## config.mk

```make
export PLATFORM = sky130hd
export DESIGN_NAME = uart_frame_loader_flat
export DESIGN_NICKNAME = d
export VERILOG_FILES = /design/src/rtl/uart_frame_loader_if.sv /design/src/rtl/uart_frame_loader.sv /design/src/flat_wrapper.sv
export SDC_FILE = /design/constraint.sdc
export NUM_CORES = 1
export LEC_CHECK = 0
export ABC_CLOCK_PERIOD_IN_PS = 3560
export CORE_MARGIN = 10
export CORE_UTILIZATION = 40
export CTS_BUF_LIST = sky130_fd_sc_hd__clkbuf_8
export CTS_CLUSTER_SIZE = 25
export DETAILED_ROUTE_END_ITERATION = 7
export PLACE_DENSITY = 0.8
export SETUP_SLACK_MARGIN = 0.4
export SLEW_MARGIN = 30
export SYNTH_ARGS = -nofsm -noshare
export SYNTH_HDL_FRONTEND = slang
export SYNTH_SLANG_ARGS = --single-unit
```

## constraint.sdc

```tcl
create_clock -name avm_clk -period 3.56 [get_ports avm_clk]
set_input_delay 0.356 -clock avm_clk [delete_from_list [all_inputs] [get_ports avm_clk]]
set_output_delay 0.356 -clock avm_clk [all_outputs]
set_load 0.01 [all_outputs]
```

## src/rtl/uart_frame_loader_if.sv

```systemverilog
// Bundle between the frame loader and its neighbours: the Avalon-MM path to the UART
// registers, the packed-pixel stream, and the frame status outputs.
interface uart_frame_loader_if #(
    parameter int PACK_BYTES = 3
);
    logic [4:0]              avm_address;
    logic                    avm_read;
    logic [31:0]             avm_readdata;
    logic                    avm_write;
    logic [31:0]             avm_writedata;
    logic                    avm_waitrequest;
    logic [8*PACK_BYTES-1:0] pix_data;
    logic                    pix_valid;
    logic                    pix_ready;
    logic                    pix_last;
    logic                    frame_done;
    logic [15:0]             frame_count;

    modport master (
        output avm_address, avm_read, avm_write, avm_writedata,
        input  avm_readdata, avm_waitrequest,
        output pix_data, pix_valid, pix_last, frame_done, frame_count,
        input  pix_ready
    );

    modport slave (
        input  avm_address, avm_read, avm_write, avm_writedata,
        output avm_readdata, avm_waitrequest,
        input  pix_data, pix_valid, pix_last, frame_done, frame_count,
        output pix_ready
    );
endinterface

```

## src/rtl/uart_frame_loader.sv

```systemverilog
// Polls a UART over Avalon-MM, packs received bytes MSB-first into pixel words, counts
// fixed-size frames and optionally writes an acknowledge byte after each frame.
module uart_frame_loader #(
    parameter int         FRAME_BYTES = 12288,
    parameter int         PACK_BYTES  = 3,
    parameter int         ACK_EN      = 1,
    parameter logic [7:0] ACK_BYTE    = 8'h06,
    parameter int         RX_BASE     = 0,
    parameter int         TX_BASE     = 4,
    parameter int         STATUS_BASE = 8,
    parameter int         RX_OK_BIT   = 7,
    parameter int         TX_OK_BIT   = 6
) (
    input  logic                avm_clk,
    input  logic                avm_rst,
    uart_frame_loader_if.master bus
);
    localparam int PIXELS = FRAME_BYTES / PACK_BYTES;
    localparam int IDX_W  = (PACK_BYTES > 1) ? $clog2(PACK_BYTES) : 1;
    localparam int CNT_W  = (PIXELS > 1) ? $clog2(PIXELS) : 1;
    localparam int PIX_W  = 8 * PACK_BYTES;

    typedef enum logic [2:0] {
        S_POLL_RX,
        S_READ_RX,
        S_OUT,
        S_POLL_TX,
        S_WRITE_TX
    } state_t;

    state_t             state, state_n;
    logic [IDX_W-1:0]   byte_idx, byte_idx_n;
    logic [CNT_W-1:0]   pix_cnt, pix_cnt_n;
    logic [4:0]         address, address_n;
    logic               rd_req, rd_req_n;
    logic               wr_req, wr_req_n;
    logic [31:0]        wdata, wdata_n;
    logic [PIX_W-1:0]   pixel, pixel_n;
    logic               valid, valid_n;
    logic               last, last_n;
    logic               done, done_n;
    logic [15:0]        count, count_n;
    logic               rd_done, wr_done;

    // NOTE: every output is a register; the next-state block computes their next values.
    always_ff @(posedge avm_clk or posedge avm_rst) begin
        if (avm_rst) begin
            state    <= S_POLL_RX;
            byte_idx <= '0;
            pix_cnt  <= '0;
            address  <= 5'(STATUS_BASE);
            rd_req   <= 1'b0;
            wr_req   <= 1'b0;
            wdata    <= '0;
            pixel    <= '0;
            valid    <= 1'b0;
            last     <= 1'b0;
            done     <= 1'b0;
            count    <= '0;
        end else begin
            // NOTE: non-blocking assignments so every register samples pre-edge values.
            state    <= state_n;
            byte_idx <= byte_idx_n;
            pix_cnt  <= pix_cnt_n;
            address  <= address_n;
            rd_req   <= rd_req_n;
            wr_req   <= wr_req_n;
            wdata    <= wdata_n;
            pixel    <= pixel_n;
            valid    <= valid_n;
            last     <= last_n;
            done     <= done_n;
            count    <= count_n;
        end
    end

    always_comb begin
        // NOTE: hold-by-default assignments up front keep this block free of latches.
        state_n    = state;
        byte_idx_n = byte_idx;
        pix_cnt_n  = pix_cnt;
        address_n  = address;
        rd_req_n   = rd_req;
        wr_req_n   = wr_req;
        wdata_n    = wdata;
        pixel_n    = pixel;
        valid_n    = valid;
        last_n     = last;
        done_n     = 1'b0;
        count_n    = count;
        rd_done    = rd_req && !bus.avm_waitrequest;
        wr_done    = wr_req && !bus.avm_waitrequest;

        case (state)
            S_POLL_RX: begin
                rd_req_n  = 1'b1;
                address_n = 5'(STATUS_BASE);
                if (rd_done && bus.avm_readdata[RX_OK_BIT]) begin
                    state_n   = S_READ_RX;
                    address_n = 5'(RX_BASE);
                end
            end
            S_READ_RX: begin
                if (rd_done) begin
                    for (int i = 0; i < PACK_BYTES; i++) begin
                        if (byte_idx == IDX_W'(i))
                            pixel_n[8*(PACK_BYTES-1-i) +: 8] = bus.avm_readdata[7:0];
                    end
                    if (byte_idx == IDX_W'(PACK_BYTES - 1)) begin
                        byte_idx_n = '0;
                        rd_req_n   = 1'b0;
                        valid_n    = 1'b1;
                        last_n     = (pix_cnt == CNT_W'(PIXELS - 1));
                        state_n    = S_OUT;
                    end else begin
                        byte_idx_n = byte_idx + IDX_W'(1);
                        address_n  = 5'(STATUS_BASE);
                        state_n    = S_POLL_RX;
                    end
                end
            end
            S_OUT: begin
                if (bus.pix_ready) begin
                    valid_n   = 1'b0;
                    last_n    = 1'b0;
                    rd_req_n  = 1'b1;
                    address_n = 5'(STATUS_BASE);
                    if (pix_cnt == CNT_W'(PIXELS - 1)) begin
                        pix_cnt_n = '0;
                        done_n    = 1'b1;
                        count_n   = count + 16'd1;
                        state_n   = (ACK_EN != 0) ? S_POLL_TX : S_POLL_RX;
                    end else begin
                        pix_cnt_n = pix_cnt + CNT_W'(1);
                        state_n   = S_POLL_RX;
                    end
                end
            end
            S_POLL_TX: begin
                rd_req_n  = 1'b1;
                address_n = 5'(STATUS_BASE);
                if (rd_done && bus.avm_readdata[TX_OK_BIT]) begin
                    rd_req_n  = 1'b0;
                    wr_req_n  = 1'b1;
                    address_n = 5'(TX_BASE);
                    wdata_n   = {24'h0, ACK_BYTE};
                    state_n   = S_WRITE_TX;
                end
            end
            S_WRITE_TX: begin
                if (wr_done) begin
                    wr_req_n  = 1'b0;
                    rd_req_n  = 1'b1;
                    address_n = 5'(STATUS_BASE);
                    state_n   = S_POLL_RX;
                end
            end
            default: state_n = S_POLL_RX;
        endcase
    end

    assign bus.avm_address   = address;
    assign bus.avm_read      = rd_req;
    assign bus.avm_write     = wr_req;
    assign bus.avm_writedata = wdata;
    assign bus.pix_data      = pixel;
    assign bus.pix_valid     = valid;
    assign bus.pix_last      = last;
    assign bus.frame_done    = done;
    assign bus.frame_count   = count;
endmodule

```

## src/flat_wrapper.sv

```systemverilog
// flat-port wrapper written by rule: the top's interface ports become plain ports
module uart_frame_loader_flat 
#(
    parameter int         FRAME_BYTES = 12288,
    parameter int         PACK_BYTES  = 3,
    parameter int         ACK_EN      = 1,
    parameter logic [7:0] ACK_BYTE    = 8'h06,
    parameter int         RX_BASE     = 0,
    parameter int         TX_BASE     = 4,
    parameter int         STATUS_BASE = 8,
    parameter int         RX_OK_BIT   = 7,
    parameter int         TX_OK_BIT   = 6
)
  (avm_clk, avm_rst, bus_avm_address, bus_avm_read, bus_avm_write, bus_avm_writedata, bus_avm_readdata, bus_avm_waitrequest, bus_pix_data, bus_pix_valid, bus_pix_last, bus_frame_done, bus_frame_count, bus_pix_ready);
  uart_frame_loader_if #(.PACK_BYTES(PACK_BYTES)) bus_i ();
  input  logic avm_clk;
  input  logic avm_rst;
  output wire logic [$bits(bus_i.avm_address)-1:0] bus_avm_address;
  output wire logic [$bits(bus_i.avm_read)-1:0] bus_avm_read;
  output wire logic [$bits(bus_i.avm_write)-1:0] bus_avm_write;
  output wire logic [$bits(bus_i.avm_writedata)-1:0] bus_avm_writedata;
  input wire logic [$bits(bus_i.avm_readdata)-1:0] bus_avm_readdata;
  input wire logic [$bits(bus_i.avm_waitrequest)-1:0] bus_avm_waitrequest;
  output wire logic [$bits(bus_i.pix_data)-1:0] bus_pix_data;
  output wire logic [$bits(bus_i.pix_valid)-1:0] bus_pix_valid;
  output wire logic [$bits(bus_i.pix_last)-1:0] bus_pix_last;
  output wire logic [$bits(bus_i.frame_done)-1:0] bus_frame_done;
  output wire logic [$bits(bus_i.frame_count)-1:0] bus_frame_count;
  input wire logic [$bits(bus_i.pix_ready)-1:0] bus_pix_ready;
  assign bus_avm_address = bus_i.avm_address;
  assign bus_avm_read = bus_i.avm_read;
  assign bus_avm_write = bus_i.avm_write;
  assign bus_avm_writedata = bus_i.avm_writedata;
  assign bus_i.avm_readdata = bus_avm_readdata;
  assign bus_i.avm_waitrequest = bus_avm_waitrequest;
  assign bus_pix_data = bus_i.pix_data;
  assign bus_pix_valid = bus_i.pix_valid;
  assign bus_pix_last = bus_i.pix_last;
  assign bus_frame_done = bus_i.frame_done;
  assign bus_frame_count = bus_i.frame_count;
  assign bus_i.pix_ready = bus_pix_ready;
  uart_frame_loader #(.FRAME_BYTES(FRAME_BYTES), .PACK_BYTES(PACK_BYTES), .ACK_EN(ACK_EN), .ACK_BYTE(ACK_BYTE), .RX_BASE(RX_BASE), .TX_BASE(TX_BASE), .STATUS_BASE(STATUS_BASE), .RX_OK_BIT(RX_OK_BIT), .TX_OK_BIT(TX_OK_BIT)) u_core (.avm_clk(avm_clk), .avm_rst(avm_rst), .bus(bus_i));
endmodule
```

==> results of run 1 <==
==> report_power, final <==
group | total [W] | internal (W) | switching (W)
registers | 0.00103 | 0.000916 | 0.000115
clock network | 0.000709 | 0.000414 | 0.000295
logic | 0.000765 | 0.000448 | 0.000317
==> area by class of cell <==
cell class	count	share of cell area, %
clock buffers	10	3.44
clock inverters	6	2.28
inverters	7	0.656
multi-input cells	202	34.2
flip-flops and latches	65	40.7
well taps	102	3.19
repair buffers	63	15.6
==> flip-flops by register name, summed over array words and instances (netlist names) <==
signal                    count
u_core.bus.pix_last           1
u_core.bus.frame_done         1
u_core.state                  3
u_core.bus.avm_read           1
u_core.bus.pix_data          24
u_core.bus.avm_write          1
u_core.bus.frame_count       16
u_core.bus.avm_address        2
u_core.pix_cnt               12
u_core.bus.avm_writedata      1
u_core.bus.pix_valid          1
u_core.byte_idx               2
==> kinds of logic after synthesis <==
logic type	count (synthesis)	synth area share [%]
simple gates	93	18.0
other cells	1	0.117
xor+xnor	23	6.53
compound gates	26	4.85
flops	65	50.9
fa+ha+maj	2	0.782
mux	25	8.80
buf+inv	49	10.1
==> cell usage after synthesis (7+ instances only) <==
master | count | area share, %
sky130_fd_sc_hd__nand2_1 | 24 | 2.8
sky130_fd_sc_hd__xnor2_1 | 11 | 3.0
sky130_fd_sc_hd__dfrtp_1 | 64 | 50
sky130_fd_sc_hd__o21ai_0 | 13 | 2.0
sky130_fd_sc_hd__xor2_1 | 11 | 3.0
sky130_fd_sc_hd__nand4_1 | 7 | 1.4
sky130_fd_sc_hd__nand3_1 | 10 | 1.6
sky130_fd_sc_hd__nor3_2 | 8 | 2.5
sky130_fd_sc_hd__buf_4 | 34 | 8.0
sky130_fd_sc_hd__mux2_2 | 25 | 8.8
sky130_fd_sc_hd__inv_1 | 7 | 0.82
==> through the flow <==
stage	cell area [sq um]	hold slack, ns
5_1_grt	4000	0.390
3_3_place_gp	3770	0.466
2_1_floorplan	3320	0.446
4_1_cts	4000	0.366
6_report	4000	0.361
3_5_place_dp	3770	0.473
==> metal layers <==
layer | vias up | global-route usage (%) | routed length, um
li1 | 1043 | - | -
met1 | 1086 | 12.8 | 2600
met2 | 72 | 19.1 | 3420
met3 | 7 | 6.26 | 819
met4 | 0 | 4.00 | 51
met5 | - | 0 | 0
==> path summary, 6_finish.rpt <==
| kind | cells past startpoint | slack (ns) | end | from |
|---|---|---|---|---|
| setup / recovery | 5 | 1.10 | u_core.bus.frame_count[7] | u_core.state[1] |
| hold / removal | 2 | 0.36 | u_core.bus.pix_data[0] | avm_rst |
| setup reg to reg | 5 | 1.10 | u_core.bus.frame_count[7] | u_core.state[1] |
| hold reg to reg | 1 | 0.48 | u_core.bus.frame_count[15] | u_core.bus.frame_count[15] |
| max in group asynchronous | 3 | 2.27 | u_core.bus.avm_address[3] | avm_rst |
| min in group avm_clk | 1 | 0.48 | u_core.bus.frame_count[15] | u_core.bus.frame_count[15] |
==> worst max-delay path: stages, from the launching register on <==
cell                        delay (ns)
sky130_fd_sc_hd__dfrtp_1          0.58
sky130_fd_sc_hd__nand4bb_1        0.14
sky130_fd_sc_hd__buf_4            0.19
sky130_fd_sc_hd__or4_1            0.80
sky130_fd_sc_hd__or3b_4           0.51
sky130_fd_sc_hd__xnor2_2          0.13
==> results_dict.tcl, run 1 <==
set metrics [dict create \
    detail_route.iter0.violations 63 \
    async_reset_ff_share_pct 100 \
    status "finished, final reports clean" \
    route.vias.total 2208 \
    detail_route.drc_violations 0 \
    vias_per_cell 4.85 \
    synth_edf_count 0 \
    final_max_slew_viol_count 0 \
    fill_cells 708 \
    grt_antenna_before_repair 0 \
    grt_first_pass_wirelength_um 11200 \
    num_rows 32 \
    resize_count_post_cts 0 \
    synth.yosys.warnings 0 \
    prevailing_post_synth_register_cell "sky130_fd_sc_hd__dfrtp_1" \
    core-area_sq_um 7770 \
    drt_wl_total_um 6890 \
    routabilityCongestion 0.757 \
    start_kind "flip-flop" \
    final_core_utilization_pct 51.5 \
    port-buffer-count 60 \
    postSynthAreaPerCell_sq_um 11.3 \
    area_of_the_multi_input_gates_sq_um 1370 \
    post_synthesis_instance_area_sq_um 3200 \
    maxCapViolCount 0 \
    static-leakage-power_nw 1.77 \
    vdd_drop_max_mv 0.431 \
    tightest_slew_ns 0.792 \
    area_growth_pct 25.2 \
    groute.usage.overall_pct 11.7 \
    cell_count_after_synthesis 284 \
    worst_slack_ns 1.10 \
    synth_cell_type_count 47 \
    post_layout_total_power_w 0.00250 \
    die_height_um 109 \
    fin_crit_sh_pct 69.1 \
    cts_hold_buf 0 \
    power_density_nw_per_um2 626 \
    cts.root.buffer_cell "sky130_fd_sc_hd__clkbuf_8" \
    final_layout_size_suffix_gt1_share_pct 17.8 \
    ys_seq_area_share_pct 50.9 \
    layout_commonest_cell "sky130_fd_sc_hd__dfrtp_1" \
    cts_buffer_depth 2 \
    grt.overflow.total 0 \
    post-place-ws_ns 0.831 \
    die_outline_area_sq_um 12000 \
    cts_tree "yes" \
    finalWorstPathRequiredPeriod_ns 2.46 \
    maximum_number_of_pins_on_one_net_before_global_route_repair 42 \
    cts_made_buffers 9 \
    first_global_vias 2329 \
    hold_path.class "in2async" \
    most-common-layout-cells "sky130_fd_sc_hd__dfrtp_1 (64), sky130_fd_sc_hd__clkdlybuf4s50_1 (60), sky130_fd_sc_hd__conb_1 (33)" \
    drt_pre_antenna_iters 4 \
    rsz0062_at_grt "false" \
    ioPinCount 118 \
    synth-seq-cells 65 \
    cp_max_fo 15 \
    skew_ns 0.0109 \
    final_hold_viol_count 0 \
    maxClockFrequency_mhz 406 \
    layout.nets 386 \
    clkSinkCount 65 \
    cts_max_level 3 \
    die-width_um 109 \
    post_cts_buffers 0 \
    worstPathRequired_ns 3.79 \
    number_of_standard_cells_in_the_layout_taps_in_and_fillers_out 455 \
    worst_setup_hold_path_clk_slew_ns 0.08 \
    insertedDiodeCount 0 \
    route.antenna.remaining_nets 0 \
    setup_viol 0 \
    routed_wire_length_per_instance_um 15.1 \
    timing.critical_path.arrival_ns 2.69 \
    worstSkewPairLatency_ns 0.34 \
    slew_headroom_pct 47.0 \
    cp_endpoint_kind "flip-flop" \
    sequential_cell_area_sq_um 1630 \
    initial_utilization_pct 41.2 \
    timing.setup.tns_ns 0 \
    dpl.hpwl_um 5160 \
    path_class "reg2reg" \
    numPlacedInstances 439 \
]
Power figures use the tool's default switching activity.
==> run 2, diff against run 1 <==
--- a/config.mk
+++ b/config.mk
@@ -5,7 +5,7 @@
 export SDC_FILE = /design/constraint.sdc
 export NUM_CORES = 1
 export LEC_CHECK = 0
-export ABC_CLOCK_PERIOD_IN_PS = 3560
+export ABC_CLOCK_PERIOD_IN_PS = 2290
 export CORE_MARGIN = 10
 export CORE_UTILIZATION = 40
 export CTS_BUF_LIST = sky130_fd_sc_hd__clkbuf_8
==> constraint.sdc (replaced) <==
create_clock -name avm_clk -period 2.29 [get_ports avm_clk]
set_input_delay 0.229 -clock avm_clk [delete_from_list [all_inputs] [get_ports avm_clk]]
set_output_delay 0.229 -clock avm_clk [all_outputs]
set_load 0.01 [all_outputs]
==> run 2 against run 1 <==
Net effect:
- sequential cell count unchanged
- critical path type unchanged
- final cell count rose by 4.2%
- routed wire length increased by 3.8%
- non-clock buffer count up 19
- worst setup slack got worse by 0.64 ns
- power up 59%
- clock skew rose by 0.0010 ns
- first-iteration DRC count is 24% lower
- global-route usage up 0.25 points
==> results_dict.tcl, run 2 (synthesis gave the netlist of run 1 again) <==
set metrics [dict create \
    cts_buffer_depth 2 \
    worstSkewPairLatency_ns 0.35 \
    hold_path.class "in2async" \
    layout.nets 405 \
    fin_crit_sh_pct 80.1 \
    grt.overflow.total 0 \
    tightest_slew_ns 0.622 \
    maximum_number_of_pins_on_one_net_before_global_route_repair 45 \
    vias_per_cell 4.76 \
    largest_reg_flops 24 \
    grt_first_pass_wirelength_um 11400 \
    detail_route.iter0.violations 48 \
    clkSinkCount 65 \
    finalWorstPathRequiredPeriod_ns 1.83 \
    vdd_drop_max_mv 0.610 \
    most-common-layout-cells "sky130_fd_sc_hd__dfrtp_1 (64), sky130_fd_sc_hd__clkdlybuf4s50_1 (60), sky130_fd_sc_hd__conb_1 (33)" \
    layout_commonest_cell "sky130_fd_sc_hd__dfrtp_1" \
    hold_slack_ns 0.208 \
    cts_hold_buf 0 \
    die_height_um 109 \
    rsz0062_at_grt "true" \
    final_cell_area_sq_um 4210 \
    power_density_nw_per_um2 946 \
    routed_wire_length_per_instance_um 15.1 \
    cp_max_fo 8 \
    regToRegSetupSlack_ns 0.46 \
    first_global_vias 2353 \
    routabilityCongestion 0.819 \
    insertedDiodeCount 0 \
    place_area_sq_um 3880 \
    groute.usage.overall_pct 12.0 \
    drt_pre_antenna_iters 4 \
    num_rows 32 \
    cts.root.buffer_cell "sky130_fd_sc_hd__clkbuf_8" \
    cts_max_level 3 \
    dpl.hpwl_um 5330 \
    route.antenna.remaining_nets 0 \
    setup_viol 0 \
    timing.critical_path.arrival_ns 2.11 \
    area_growth_pct 31.6 \
    grt_antenna_before_repair 0 \
    cts_made_buffers 9 \
    initial_utilization_pct 41.2 \
    die-width_um 109 \
    start_kind "flip-flop" \
    final_max_slew_viol_count 0 \
    fill_cells 683 \
    static-leakage-power_nw 1.89 \
    port-buffer-count 60 \
    final_layout_size_suffix_gt1_share_pct 23.1 \
    worst_setup_hold_path_clk_slew_ns 0.08 \
    skew_ns 0.0119 \
    path_class "reg2reg" \
    cts_tree "yes" \
    ioPinCount 118 \
    numPlacedInstances 451 \
    post_layout_total_power_w 0.00398 \
    maxCapViolCount 0 \
    die_outline_area_sq_um 12000 \
    slew_headroom_pct 58.0 \
    final_hold_viol_count 0 \
    timing.setup.tns_ns 0 \
    drt_wl_total_um 7150 \
    cp_endpoint_kind "flip-flop" \
    route.vias.total 2254 \
    number_of_standard_cells_in_the_layout_taps_in_and_fillers_out 474 \
    status "finished, final reports clean" \
    detail_route.drc_violations 0 \
    worstPathRequired_ns 2.57 \
    core-area_sq_um 7770 \
    maxClockFrequency_mhz 545 \
]
[run 2: cell types whose count changed in the layout (fill, tap and decap cells not counted), sizes merged]
cell / change
clkinvlp: -2
clkbuf: +1
buf: +19
clkinv: +1
[run 2: critical path, cell delays in order, from the launching register on]
cell                        delay [ns]
sky130_fd_sc_hd__dfrtp_1          0.38
sky130_fd_sc_hd__nand4bb_4        0.23
sky130_fd_sc_hd__or4_4            0.52
sky130_fd_sc_hd__buf_6            0.17
sky130_fd_sc_hd__nor4_4           0.28
sky130_fd_sc_hd__xor2_1           0.17
[run 2: where the power goes]
group	total [W]	switching (W)	internal, W	leakage [nW]
clock	0.00112	0.000453	0.000668	0.115
combinational	0.00127	0.000526	0.000749	0.931
sequential	0.00159	0.000161	0.00143	0.849
[run 2: path summary, 6_finish.rpt]
kind                                                 start                         end  cells after the start
worst max-delay path                       u_core.state[0]  u_core.bus.frame_count[15]                      5
worst min-delay path                               avm_rst      u_core.bus.pix_data[4]                      2
worst max register to register             u_core.state[0]  u_core.bus.frame_count[15]                      5
worst min register to register  u_core.bus.frame_count[15]  u_core.bus.frame_count[15]                      1
max in group asynchronous                          avm_rst   u_core.bus.avm_address[3]                      3
min in group avm_clk            u_core.bus.frame_count[15]  u_core.bus.frame_count[15]                      1
[run 2: area by class of cell]
class                      instances  area, sq um  area share, %
sequential                        65         1630           38.7
multi-input combinational        202         1420           33.7
timing repair buffer              82          782           18.6
clock buffer                      11          151           3.60
tap                              102          128           3.03
clock inverter                     5         77.6           1.84
inverter                           7         26.3          0.624
[run 2: stage by stage]
step                      setup slack (ns)  util [%]
after floorplan                      0.347         -
after global placement              0.0723      49.9
after detailed placement            0.0696      49.9
after CTS                            0.408      53.5
after global routing                 0.332      54.2
final                                0.456      54.2
[run 2: metal layers]
layer	share of wire, %	vias up	track usage (%)	wire (um)
met5	0	-	0	0
met4	1.8	0	5.39	131
met3	11	11	5.85	787
met2	49	69	19.8	3530
met1	38	1091	12.6	2710
li1	-	1083	-	-
[run 2: repair_timing]
item,in CTS,in global routing
setup endpoints to repair,8,14
buffers inserted,3,4
pin swaps,1,0
resized for setup,5,3
==> run 3, diff against run 2 <==
--- a/config.mk
+++ b/config.mk
@@ -5,13 +5,13 @@
 export SDC_FILE = /design/constraint.sdc
 export NUM_CORES = 1
 export LEC_CHECK = 0
-export ABC_CLOCK_PERIOD_IN_PS = 2290
+export ABC_CLOCK_PERIOD_IN_PS = 1500
 export CORE_MARGIN = 10
 export CORE_UTILIZATION = 40
 export CTS_BUF_LIST = sky130_fd_sc_hd__clkbuf_8
 export CTS_CLUSTER_SIZE = 25
 export DETAILED_ROUTE_END_ITERATION = 7
-export PLACE_DENSITY = 0.8
+export PLACE_DENSITY = 0.83
 export SETUP_SLACK_MARGIN = 0.4
 export SLEW_MARGIN = 30
 export SYNTH_ARGS = -nofsm -noshare
==> constraint.sdc (replaced) <==
create_clock -name avm_clk -period 1.5 [get_ports avm_clk]
set_input_delay 0.15 -clock avm_clk [delete_from_list [all_inputs] [get_ports avm_clk]]
set_output_delay 0.15 -clock avm_clk [all_outputs]
set_load 0.01 [all_outputs]
==> run 3 against run 2 <==
Net effect:
- the flow now finishes with violations (setup timing)
- register-to-register slack worse by 0.81 ns
- clock power rose by 63%
- sequential cell count stayed put
- combinational power up 94%
- non-clock buffer count up 77
- first-iteration DRC count is 10% higher
- worst hold slack worse by 0.065 ns
- core utilization rose by 15 points
- worst setup slack worse by 0.81 ns
- routed wire length is 36% higher
- final cell count is 16% higher
- global-route usage rose by 3.2 points
==> results_dict.tcl, run 3 (synthesis gave the netlist of run 1 again) <==
set metrics [dict create \
    crit_chain "nand4bb_4 > or4_4 > buf_12 > nor4b_4 > xor2_1" \
    fin_crit_sh_pct 124 \
    die_height_um 109 \
    cpMaxStageDelayCell "sky130_fd_sc_hd__or4_4" \
    worst_slack_ns -0.355 \
    worst_reg2reg_path_endpoint "u_core.bus.frame_count[12]" \
    skew_ns 0.00669 \
    grt_first_pass_wirelength_um 14600 \
    vias_per_cell 4.89 \
    number_of_buffer_and_inverter_stages_on_the_critical_path 1 \
    critical_path_cell_count 5 \
    cp_max_fo 6 \
    drt_pre_antenna_iters 5 \
    power_density_nw_per_um2 1260 \
    detail_route.iter0.violations 53 \
    maximum_number_of_pins_on_one_net_before_global_route_repair 30 \
    static-leakage-power_nw 2.73 \
    cp_endpoint_kind "flip-flop" \
    cts_made_buffers 9 \
    cts_buffer_depth 2 \
    vdd_drop_max_mv 0.809 \
    timing.critical_path.arrival_ns 2.12 \
    final_max_slew_viol_count 0 \
    drt_wl_total_um 9700 \
    hold_path.class "in2async" \
    die_outline_area_sq_um 12000 \
    port-buffer-count 60 \
    route.antenna.remaining_nets 0 \
    area_growth_pct 67.0 \
    routed_wire_length_per_instance_um 17.6 \
    die-width_um 109 \
    regToRegSetupSlack_ns -0.35 \
    layout_commonest_cell "sky130_fd_sc_hd__dfrtp_1" \
    setup_viol 59 \
    worstSetupStartpoint "u_core.state[0]" \
    detail_route.drc_violations 0 \
    routabilityCongestion 0.828 \
    route.vias.total 2697 \
    num_rows 32 \
    path_class "reg2reg" \
    crit-reg2reg-launch "u_core.state[0]" \
    final_core_utilization_pct 68.8 \
    most-common-layout-cells "sky130_fd_sc_hd__dfrtp_1 (63), sky130_fd_sc_hd__buf_6 (53), sky130_fd_sc_hd__buf_4 (52)" \
    core-area_sq_um 7770 \
    initial_utilization_pct 41.2 \
    grt_antenna_before_repair 0 \
    groute.usage.overall_pct 15.2 \
    clkSinkCount 65 \
    kind_of_cell_adding_the_most_delay_to_the_critical_path "simple AND/OR/NAND/NOR gates" \
    ioPinCount 118 \
    largest_reg_flops 24 \
    violations_in_the_final_reports "setup timing" \
    slew_headroom_pct 53.1 \
    post-place-ws_ns -0.653 \
    rsz0062_at_grt "true" \
    worstPathRequired_ns 1.77 \
    layout.nets 483 \
    cts_tree "yes" \
    cts.root.buffer_cell "sky130_fd_sc_hd__clkbuf_8" \
    cts_max_level 3 \
    grt.overflow.total 0 \
    finalWorstPathRequiredPeriod_ns 1.85 \
    first_global_vias 2851 \
    final_layout_size_suffix_gt1_share_pct 58.0 \
    critical_path.endpoint "u_core.bus.frame_count[12]" \
    worstSkewPairLatency_ns 0.34 \
    dpl.hpwl_um 5790 \
    start_kind "flip-flop" \
    maxClockFrequency_mhz 539 \
    critPathMaxStageDelay_ns 0.57 \
    final_hold_viol_count 0 \
    worstRegToRegCells 5 \
    status "complete, but fails checks" \
    insertedDiodeCount 0 \
    tightest_slew_ns 0.695 \
    worst_setup_hold_path_clk_slew_ns 0.07 \
    maxCapViolCount 0 \
]
## run 3: cell count changes in the layout (fill, tap and decap cells not counted), sizes merged
cell           previous run  this run
buf                      22       147
bufinv                    2         3
clkbuf                   11        10
clkdlybuf4s50            60        11
clkinv                    2         1
clkinvlp                  1         2
inv                       7         8
or3b                      3         4
## run 3: where the power goes
group          internal [W]  switching, W  total (W)
registers           0.00218      0.000266    0.00244
clock network       0.00111      0.000727    0.00183
logic               0.00138       0.00108    0.00246
total               0.00466       0.00208    0.00674
## run 3: layout make-up
type | instances | area [sq um]
repair buffers | 159 | 1440
fillers | 547 | 2430
clock inverters | 7 | 119
multi-input cells | 203 | 1880
well taps | 102 | 128
flip-flops and latches | 65 | 1630
clock buffers | 9 | 124
inverters | 7 | 30.0
## run 3: what timing repair did
| action | 4_1_cts | 5_1_grt |
|---|---|---|
| pin swaps | 34 | 28 |
| gates cloned | 2 | 0 |
| resized for setup | 282 | 48 |
| setup buffers | 39 | 11 |
| hold buffers | 0 | 0 |
| setup endpoints to repair | 114 | 83 |
## run 3: how the worst min path moves through the flow
stage | from | end | slack (ns)
final | avm_rst | u_core.bus.pix_data[2] | 0.14
after global routing | avm_rst | u_core.bus.frame_count[2] | 0.16
after CTS | avm_rst | u_core.bus.pix_data[2] | 0.15
after detailed placement | u_core.bus.frame_count[15] | u_core.bus.frame_count[15] | 0.46
after global placement | u_core.bus.frame_count[15] | u_core.bus.frame_count[15] | 0.46
after floorplan | avm_rst | u_core.bus.avm_address[2] | 0.29
## run 3: stage by stage
step / hold WS, ns / TNS [ns] / cells / power (W) / instance area [sq um]
after global routing: 0.158 / -16.50 / 552 / 0.00710 / 5340
final: 0.143 / -12.06 / 552 / 0.00674 / 5340
after CTS: 0.145 / -8.73 / 541 / 0.00656 / 5060
after detailed placement: 0.461 / -15.70 / 484 / 0.00473 / 4300
after floorplan: 0.287 / -6.58 / 316 / 0.00363 / 3500
after global placement: 0.456 / -13.18 / 484 / 0.00466 / 4300
## run 3: layer usage
layer / share of wire [%] / global-route usage, %
met5: 0 / 0
met4: 1.6 / 4.09
met3: 5.7 / 4.10
met2: 54 / 27.2
met1: 38 / 17.5
